--- config.mk ---
export PLATFORM = sky130hd
export DESIGN_NAME = jpeg_rle_ctrl
export DESIGN_NICKNAME = d
export VERILOG_FILES = /design/src/rtl/jpeg_rle_ctrl.sv
export SDC_FILE = /design/constraint.sdc
export NUM_CORES = 1
export LEC_CHECK = 0
export CELL_PAD_IN_SITES_DETAIL_PLACEMENT = 1
export CELL_PAD_IN_SITES_GLOBAL_PLACEMENT = 2
export CORE_MARGIN = 3
export CORE_UTILIZATION = 37
export CTS_BUF_LIST = sky130_fd_sc_hd__clkbuf_8
export CTS_CLUSTER_SIZE = 28
export DETAILED_ROUTE_END_ITERATION = 6
export GPL_TIMING_DRIVEN = 0
export MAX_ROUTING_LAYER = met4
export PLACE_DENSITY_LB_ADDON = 0.12
export SYNTH_ARGS = -nofsm -noshare
export SYNTH_HDL_FRONTEND = slang
export SYNTH_SLANG_ARGS = --single-unit
--- constraint.sdc ---
create_clock -name clk -period 3.5 [get_ports clk]
set_clock_uncertainty 0.05 [all_clocks]
set_input_delay 0.875 -clock clk [delete_from_list [all_inputs] [get_ports clk]]
set_output_delay 0.875 -clock clk [all_outputs]
set_load 0.005 [all_outputs]
--- src/rtl/jpeg_rle_ctrl.sv ---
`default_nettype none
// ---- jpeg_rle_ctrl: zigzag coefficients -> (run, size, amplitude) symbols with ZRL/EOB ---
// ---- rev 1.0 -------------------------------------------------------------------------------
module jpeg_rle_ctrl #(
  parameter int AMP_W = 12
) (
  input  logic             clk,
  input  logic             rst,
  input  logic             ena,
  input  logic [AMP_W-1:0] coef_in,
  input  logic             coef_valid,
  output logic             coef_ready,
  output logic [3:0]       sym_run,
  output logic [3:0]       sym_size,
  output logic [AMP_W-1:0] sym_amp,
  output logic             sym_eob,
  output logic             sym_valid,
  input  logic             sym_ready
);

  localparam logic [AMP_W-1:0] C_MIN_NEG = {1'b1, {(AMP_W-1){1'b0}}};
  localparam logic [AMP_W-1:0] C_MAX_POS = {1'b0, {(AMP_W-1){1'b1}}};

  typedef enum logic [1:0] {S_DC, S_AC, S_ZRL, S_EOB} state_t;

  state_t           state, state_n;
  logic [5:0]       idx, idx_n, zcnt, zcnt_n, lat_idx, lat_idx_n;
  logic [AMP_W-1:0] lat_coef, lat_coef_n;
  logic             emit, e_eob;
  logic [3:0]       e_run, e_size, in_size, lat_size;
  logic [AMP_W-1:0] e_amp, in_amp, lat_amp;
  logic             slot_free, in_fire, in_zero;

  // The most negative code is folded onto -(2^(AMP_W-1)-1) so its magnitude fits.
  function automatic logic [3:0] size_of(input logic [AMP_W-1:0] x);
    logic [AMP_W-1:0] m;
    logic [3:0]       s;
    m = x[AMP_W-1] ? ((x == C_MIN_NEG) ? C_MAX_POS : -x) : x;
    s = '0;
    for (int i = 0; i < AMP_W; i++)
      if (m[i]) s = 4'(i + 1);
    return s;
  endfunction

  function automatic logic [AMP_W-1:0] amp_of(input logic [AMP_W-1:0] x, input logic [3:0] s);
    logic [AMP_W-1:0] v;
    v = x[AMP_W-1] ? (((x == C_MIN_NEG) ? C_MIN_NEG + 1'b1 : x) - 1'b1) : x;
    return v & ~({AMP_W{1'b1}} << s);
  endfunction

  assign in_size  = size_of(coef_in);
  assign in_amp   = amp_of(coef_in, in_size);
  assign lat_size = size_of(lat_coef);
  assign lat_amp  = amp_of(lat_coef, lat_size);

  assign slot_free  = !sym_valid || sym_ready;
  assign coef_ready = ((state == S_DC) || (state == S_AC)) && slot_free;
  assign in_fire    = ena && coef_valid && coef_ready;
  assign in_zero    = (coef_in == '0);

  always_ff @(posedge clk or negedge rst) begin
    if (!rst)     state <= S_DC;
    else if (ena) state <= state_n;
  end

  always_comb begin
    state_n    = state;
    idx_n      = idx;
    zcnt_n     = zcnt;
    lat_idx_n  = lat_idx;
    lat_coef_n = lat_coef;
    emit       = 1'b0;
    e_run      = '0;
    e_size     = '0;
    e_amp      = '0;
    e_eob      = 1'b0;
    case (state)
      S_DC: if (in_fire) begin
        emit    = 1'b1;
        e_size  = in_size;
        e_amp   = in_amp;
        idx_n   = 6'd1;
        state_n = S_AC;
      end
      S_AC: if (in_fire) begin
        if (in_zero) begin
          if (idx == 6'd63) state_n = S_EOB;
          else begin
            zcnt_n = zcnt + 6'd1;
            idx_n  = idx + 6'd1;
          end
        end else if (zcnt < 6'd16) begin
          emit    = 1'b1;
          e_run   = zcnt[3:0];
          e_size  = in_size;
          e_amp   = in_amp;
          zcnt_n  = '0;
          idx_n   = idx + 6'd1;
          state_n = (idx == 6'd63) ? S_DC : S_AC;
        end else begin
          lat_coef_n = coef_in;
          lat_idx_n  = idx;
          state_n    = S_ZRL;
        end
      end
      S_ZRL: if (ena && slot_free) begin
        emit = 1'b1;
        if (zcnt >= 6'd16) begin
          e_run  = 4'd15;
          zcnt_n = zcnt - 6'd16;
        end else begin
          e_run   = zcnt[3:0];
          e_size  = lat_size;
          e_amp   = lat_amp;
          zcnt_n  = '0;
          idx_n   = lat_idx + 6'd1;
          state_n = (lat_idx == 6'd63) ? S_DC : S_AC;
        end
      end
      S_EOB: if (ena && slot_free) begin
        emit    = 1'b1;
        e_eob   = 1'b1;
        zcnt_n  = '0;
        idx_n   = '0;
        state_n = S_DC;
      end
      default: state_n = S_DC;
    endcase
  end

  always_ff @(posedge clk or negedge rst) begin
    if (!rst) begin
      idx       <= '0;
      zcnt      <= '0;
      lat_idx   <= '0;
      lat_coef  <= '0;
      sym_valid <= 1'b0;
      sym_run   <= '0;
      sym_size  <= '0;
      sym_amp   <= '0;
      sym_eob   <= 1'b0;
    end else if (ena) begin
      idx      <= idx_n;
      zcnt     <= zcnt_n;
      lat_idx  <= lat_idx_n;
      lat_coef <= lat_coef_n;
      if (emit) begin
        sym_valid <= 1'b1;
        sym_run   <= e_run;
        sym_size  <= e_size;
        sym_amp   <= e_amp;
        sym_eob   <= e_eob;
      end else if (sym_ready) begin
        sym_valid <= 1'b0;
      end
    end
  end

endmodule
`default_nettype wire

==> metrics.log, run 1 <==
[metrics] run status: completed
[metrics] Pleak: 2.210 nW
[metrics] highest clock rate: 286.6 MHz
[metrics] hold violation count in the final report: 0
[metrics] ordered cell list for the critical path: clkdlybuf4s50_1 -> or4_1 -> buf_2 -> a2111oi_2 -> or3_1 -> o211ai_1 -> a31o_1 -> a2111o_1 -> nand3_1
[metrics] category of the critical setup timing path: in2reg
[metrics] Synth-to-Final Area Change: 23.16%
[metrics] Crit Path Max Fanout: 7
[metrics] input/output buffers: 33
[metrics] half-perimeter wire length after placement: 11,270 µm
[metrics] vertical die dimension: 115.8 µm
[metrics] ratio of routed vias to standard cells: 6.007
[metrics] global-route track usage on met2: 39.05%
[metrics] met1 capacity usage during global routing: 31.51%
[metrics] core outline area: 11,610 µm²
[metrics] clock latency at the later pin of the worst-skew pair: 0.34 ns
[metrics] unrepaired setup endpoints after global routing: true
[metrics] fin nets: 625
[metrics] final cell area excluding filler cells: 5497 µm²
[metrics] final std cells w/o fill: 740
[metrics] CTS tree: yes
[metrics] global routing's busiest layer: met2
[metrics] startpoint type of the worst setup path: input pin
[metrics] number of global-route vias before repair: 4,577
[metrics] row cnt: 39
[metrics] #FFs+latches synth: 54
[metrics] power density over the cells: 407.4 nW/µm²
[metrics] wire per inst: 20.46 µm
[metrics] count of unresolved DRC violations after routing: 0
[metrics] CTS clock-pin slew for the worst setup and hold paths: 0.11 ns
[metrics] proportion of layout cells with a drive suffix above 1: 18.59%
[metrics] number of vias after detailed routing: 4,445
[metrics] All-Layer GR Usage: 24.02%
[metrics] Finish-stage setup viols: 0
[metrics] Congestion Overflow GR: 0
[metrics] critical path's slowest cell: sky130_fd_sc_hd__or4_1
[metrics] initial cell density of the core: 38.43%
[metrics] crit path DAT: 3.71 ns
[metrics] number of placed instances with taps included: 715
[metrics] number of fill cells in the layout: 1,372
[metrics] final critical-path share of the clock period: 99.69%
[metrics] initial antenna violation count: 0
[metrics] delay of the slowest critical-path stage: 0.57 ns
[metrics] cell type with the highest aggregate area in the netlist: sky130_fd_sc_hd__dfrtp_1
[metrics] synthesized net count: 567
[metrics] number of violations of the max-capacitance limit: 0
[metrics] die footprint: 13,420 µm²
[metrics] number of enable-type register cells in the synthesized netlist: 0
[metrics] count of yosys warnings during synthesis: 0
[metrics] TritonCTS Buffers: 5
[metrics] most frequent standard cell in the layout excluding fill and tap cells: sky130_fd_sc_hd__dfrtp_1
[metrics] maximum buffer depth of the clock tree: 2
[metrics] class of the worst hold path: in2async
[metrics] maximum number of pins on one net before global-route repair: 40
[metrics] H-Tree Level Count: 2
[metrics] Slew Limit Headroom: 55.09%
[metrics] proportion of synthesized chip area in sequential cells: 30.28%
[metrics] die boundary width: 115.8 µm
[metrics] largest cells by area after synthesis: sky130_fd_sc_hd__dfrtp_1 30%, sky130_fd_sc_hd__mux2_2 4.3%, sky130_fd_sc_hd__nor2_1 3.7%
[metrics] most frequent cells in the layout: 54 x sky130_fd_sc_hd__dfrtp_1, 42 x sky130_fd_sc_hd__nor2_1, 40 x sky130_fd_sc_hd__nand2_1
[metrics] share of the synthesized area in the top cell type: 30.28%
[metrics] VDD IR max: 257.4 µV
[metrics] global-route wire length before repair: 24,700 µm
[metrics] Post-CTS Hold Fix Bufs: 0
[metrics] drt first pass iters: 4
[metrics] Critical Path RT: 3.72 ns
[metrics] antenna viol nets, final: 0
[metrics] number of design-rule violations left by the first detailed-router iteration: 293
[metrics] DRT Wirelength: 15,140 µm
[metrics] number of sinks handled by clock tree synthesis: 54
[metrics] Main synth FF type: sky130_fd_sc_hd__dfrtp_1
[metrics] transition at the pin with the smallest max-transition slack: 0.6674 ns
[metrics] post-synthesis instance total: 538
[metrics] async set or reset register ratio after synthesis: 100.0%
[metrics] antenna diode count: 0
[metrics] M3 GR Usage: 3.185%
[metrics] Period minus WS final: 3.489 ns
[metrics] GPL Wtd Cong: 0.9057
[metrics] Worst setup EP type: flip-flop
[metrics] Synth Area per Inst: 8.296 µm²
[metrics] power consumption: 2.239 mW
[metrics] max-slew violation count: 0
[metrics] I/O Pins: 40
[metrics] clock root buffer: sky130_fd_sc_hd__clkbuf_8
[metrics] total placed instance area: 4987 µm²
[metrics] number of library cell types mapped by synthesis: 75
[metrics] Synth Cell Area: 4463 µm²
where the power goes:
group	leakage (nW)	switching (mW)	total, mW	internal, mW
Clock	0.0587	0.236	0.453	0.217
Combinational	1.46	0.486	0.940	0.454
Sequential	0.694	0.102	0.846	0.744
Total	2.21	0.824	2.24	1.42
stage by stage:
stage	setup TNS (ns)	utilization [%]	hold slack [ns]	worst slack, ns
detailed placement	-40.20	42.94	0.4238	-1.303
finish	0	47.33	0.4067	0.01098
global placement	-51.38	42.81	0.4173	-1.310
global route	-0.3162	47.33	0.4120	-0.1601
floorplan	0	-	0.4233	0.1189
CTS	0	45.73	0.4062	0.0005218
sequential cells by signal (all words and copies together), names as in the netlist:
name       cells
sym_amp       12
lat_idx        6
sym_run        4
sym_valid      1
state          2
zcnt           6
lat_coef      12
sym_size       4
sym_eob        1
idx            6
metal layers:
metal  part of all wire (%)  vias up  wire (µm)
met2                     49       90       7373
met4                    2.0        0        301
met5                      0        -          0
li1                       -     2121          -
met3                    3.0       22        460
met1                     46     2212       7006
cell usage after synthesis (all sizes together) (6+ instances only):
master / number
dfrtp: 54
nor2: 45
nand2: 43
clkbuf: 30
o21ai: 30
nor3: 26
a21oi: 20
mux2: 18
inv: 17
nand3: 15
nand2b: 13
a211o: 12
ha: 12
nor4: 12
xor2: 12
buf: 11
xnor2: 11
a31oi: 10
or3: 10
and2: 9
nor2b: 8
mux2i: 7
nand4: 7
a2111oi: 6
and3: 6
nand3b: 6
path summary, 6_finish.rpt:
path                                   from          end  slack, ns  cells after the start
worst max-delay path             coef_in[2]   sym_amp[2]       0.01                      9
worst min-delay path                    rst   sym_run[2]       0.41                      1
worst max register to register  lat_coef[0]  sym_amp[10]       0.23                     14
worst min register to register   sym_run[1]   sym_run[1]       0.45                      2
max in group asynchronous               rst  sym_size[3]       2.43                      2
min in group clk                 sym_run[1]   sym_run[1]       0.45                      2
critical path, delay by kind of cell:
kind | cells | cell delay, ns
AO/OA/AOI/OAI | 4 | 1.19
buffers and inverters | 2 | 0.72
AND/OR/NAND/NOR | 3 | 0.92
timing repair:
action	4_1_cts	5_1_grt
pin swaps	3	9
buffers inserted	8	12
setup endpoints to repair	51	42
gates resized for setup	36	32
final cells by class:
cell class	instances	area, µm²	area share (%)
Sequential cell	54	1351	24.58
Tap cell	143	178.9	3.255
Clock buffer	5	68.82	1.252
Multi-Input combinational cell	426	3109	56.57
Timing Repair Buffer	54	496.7	9.037
Inverter	17	63.81	1.161
Buffer	38	180.2	3.278
Clock inverter	3	47.55	0.8650
cells by family after synthesis:
group,synth area share (%)
compound gates,24.08
mux,6.112
fa+ha+maj,3.364
xor+xnor,4.514
buf+inv,5.102
simple gates,26.55
flops,30.28
Power figures use the tool's default switching activity.
==> run 2, diff against run 1 <==
Settings changed: CORE_UTILIZATION 37 to 40, DONT_BUFFER_PORTS from default to 1, SLEW_MARGIN from default to 40.
==> run 2 against run 1 <==
Net effect:
- final cell count is 7.7% lower
- power decreased by 11%
- worst hold slack lost 0.21 ns
- worst setup slack better by 0.10 ns
- largest power group is now sequential cells
- non-clock buffer count is 49 lower
- critical endpoint is now sym_amp[4]
- first-iteration DRC count down 9.6%
- clock power decreased by 4%
- count of clock-buffer cells in the layout is 1 higher
- wire length is 4.9% lower
==> metrics.log, run 2 (synthesis results as in run 1) <==
[metrics] initial cell density of the core: 42.10%
[metrics] antenna viol nets, final: 0
[metrics] CTS tree: yes
[metrics] ordered cell list for the critical path: clkbuf_2 -> inv_1 -> ha_1 -> clkbuf_4 -> or3b_2 -> o31a_1 -> o22ai_2 -> nand2_2 -> nor3_2 -> o21ai_1 -> a211o_1
[metrics] crit path DAT: 3.53 ns
[metrics] TritonCTS Buffers: 5
[metrics] fin nets: 576
[metrics] transition at the pin with the smallest max-transition slack: 0.7274 ns
[metrics] antenna diode count: 0
[metrics] initial antenna violation count: 0
[metrics] most frequent standard cell in the layout excluding fill and tap cells: sky130_fd_sc_hd__dfrtp_1
[metrics] GPL Wtd Cong: 0.9177
[metrics] category of the critical setup timing path: in2reg
[metrics] final std cells w/o fill: 683
[metrics] Net Sw Frac: 37.17%
[metrics] CTS clock-pin slew for the worst setup and hold paths: 0.09 ns
[metrics] run status: completed
[metrics] internal cell power: 1.258 mW
[metrics] drt first pass iters: 4
[metrics] maximum number of pins on one net before global-route repair: 55
[metrics] core outline area: 10,600 µm²
[metrics] switching power of the nets: 0.7440 mW
[metrics] Period minus WS final: 3.384 ns
[metrics] global-route wire length before repair: 23,850 µm
[metrics] wire per inst: 21.09 µm
[metrics] maximum buffer depth of the clock tree: 2
[metrics] Pleak: 1.951 nW
[metrics] die footprint: 12,460 µm²
[metrics] Post-CTS Hold Fix Bufs: 0
[metrics] half-perimeter wire length after placement: 10,960 µm
[metrics] number of global-route vias before repair: 4,463
[metrics] I/O Pins: 40
[metrics] Finish-stage setup viols: 0
[metrics] clock root buffer: sky130_fd_sc_hd__clkbuf_8
[metrics] hold violation count in the final report: 0
[metrics] max-slew violation count: 0
[metrics] class of the worst hold path: in2async
[metrics] total placed instance area: 4633 µm²
[metrics] final critical-path share of the clock period: 96.69%
[metrics] Critical Path RT: 3.65 ns
[metrics] VDD IR max: 257.9 µV
[metrics] clock latency at the later pin of the worst-skew pair: 0.31 ns
[metrics] Regs by FF count: lat_coef (12), sym_amp (12)
[metrics] number of placed instances with taps included: 674
[metrics] number of violations of the max-capacitance limit: 0
[metrics] critical path's slowest cell: sky130_fd_sc_hd__or3b_2
[metrics] fraction of power consumed by sequential logic: 43.4%
[metrics] Register-to-Register Setup Slack: 0.22 ns
[metrics] most frequent cells in the layout: 54 x sky130_fd_sc_hd__dfrtp_1, 43 x sky130_fd_sc_hd__nor2_1, 42 x sky130_fd_sc_hd__nand2_1
[metrics] proportion of layout cells with a drive suffix above 1: 13.71%
[metrics] number of vias after detailed routing: 4,312
[metrics] input/output buffers: 0
[metrics] Slew Limit Headroom: 51.06%
[metrics] die boundary width: 111.6 µm
[metrics] Crit Path Max Fanout: 10
[metrics] ratio of routed vias to standard cells: 6.313
[metrics] final cell area excluding filler cells: 4893 µm²
[metrics] row cnt: 37
[metrics] number of design-rule violations left by the first detailed-router iteration: 265
[metrics] portion of total power attributed to the clock network: 21.7%
[metrics] number of sinks handled by clock tree synthesis: 54
[metrics] All-Layer GR Usage: 24.05%
[metrics] H-Tree Level Count: 2
[metrics] Synth-to-Final Area Change: 9.644%
[metrics] count of unresolved DRC violations after routing: 0
[metrics] delay of the slowest critical-path stage: 0.55 ns
[metrics] startpoint type of the worst setup path: input pin
[metrics] vertical die dimension: 111.6 µm
[metrics] DRT Wirelength: 14,400 µm
[metrics] Worst setup EP type: flip-flop
[metrics] share of power burned in combinational logic: 34.8%
[metrics] power density over the cells: 409.1 nW/µm²
[metrics] Congestion Overflow GR: 0
[metrics] unrepaired setup endpoints after global routing: true
[metrics] highest clock rate: 295.5 MHz
-- run 2: stage by stage --
step / hold slack (ns) / power (mW) / util [%] / setup TNS [ns] / setup WS, ns
after floorplan: 0.4233 / 1.348 / - / 0 / 0.1189
after global placement: 0.4497 / 1.516 / 43.70 / -14.97 / -0.8603
after detailed placement: 0.4550 / 1.543 / 43.70 / -17.56 / -0.8542
after CTS: 0.1870 / 2.008 / 45.34 / 0 / 0.007468
after global routing: 0.1680 / 2.156 / 46.16 / -0.04733 / -0.04733
final: 0.2001 / 2.002 / 46.16 / 0 / 0.1159
-- run 2: layer usage --
layer	vias up	GRT usage, %	part of all wire (%)
met5	-	-	0
met4	0	5.596	1.6
met3	13	3.370	3.7
met2	94	38.61	49
met1	2180	32.30	46
li1	2025	-	-
-- run 2: timing repair --
action | in CTS | in global routing
pin swaps | 0 | 1
resized for setup | 14 | 20
buffers inserted | 2 | 2
setup endpoints to repair | 25 | 27
-- run 2: final cells by class --
type	instances	area [µm²]
buffer	39	166.4
clock buffer	6	82.58
clock inverter	1	30.03
fill	1282	5708
inverter	17	63.81
multi-input combinational	426	2999
sequential	54	1351
tap	136	170.2
timing repair buffer	4	30.03
-- run 2: power groups by stage --
stage          clock network [mW]  registers (mW)  logic (mW)
6_report                    0.435           0.870       0.697
5_1_grt                     0.474           0.890       0.792
4_1_cts                     0.448           0.871       0.689
3_5_place_dp                    0           0.881       0.662
3_3_place_gp                    0           0.875       0.641
2_1_floorplan                   0           0.839       0.508
-- run 2: worst paths after layout --
check	start	to	depth (start not counted)
setup / recovery	coef_in[1]	sym_amp[4]	11
max in group asynchronous	rst	lat_idx[3]	0
hold reg to reg	sym_size[3]	sym_size[3]	1
setup reg to reg	lat_coef[0]	sym_amp[10]	14
hold / removal	rst	sym_amp[3]	0
min in group clk	sym_size[3]	sym_size[3]	1
-- run 2: worst max-delay path: cells and delay by family --
kind,cells,cell delay (ns)
compound gates,4,1.01
fa+ha+maj,1,0.13
buf+inv,3,0.47
simple gates,3,1.03
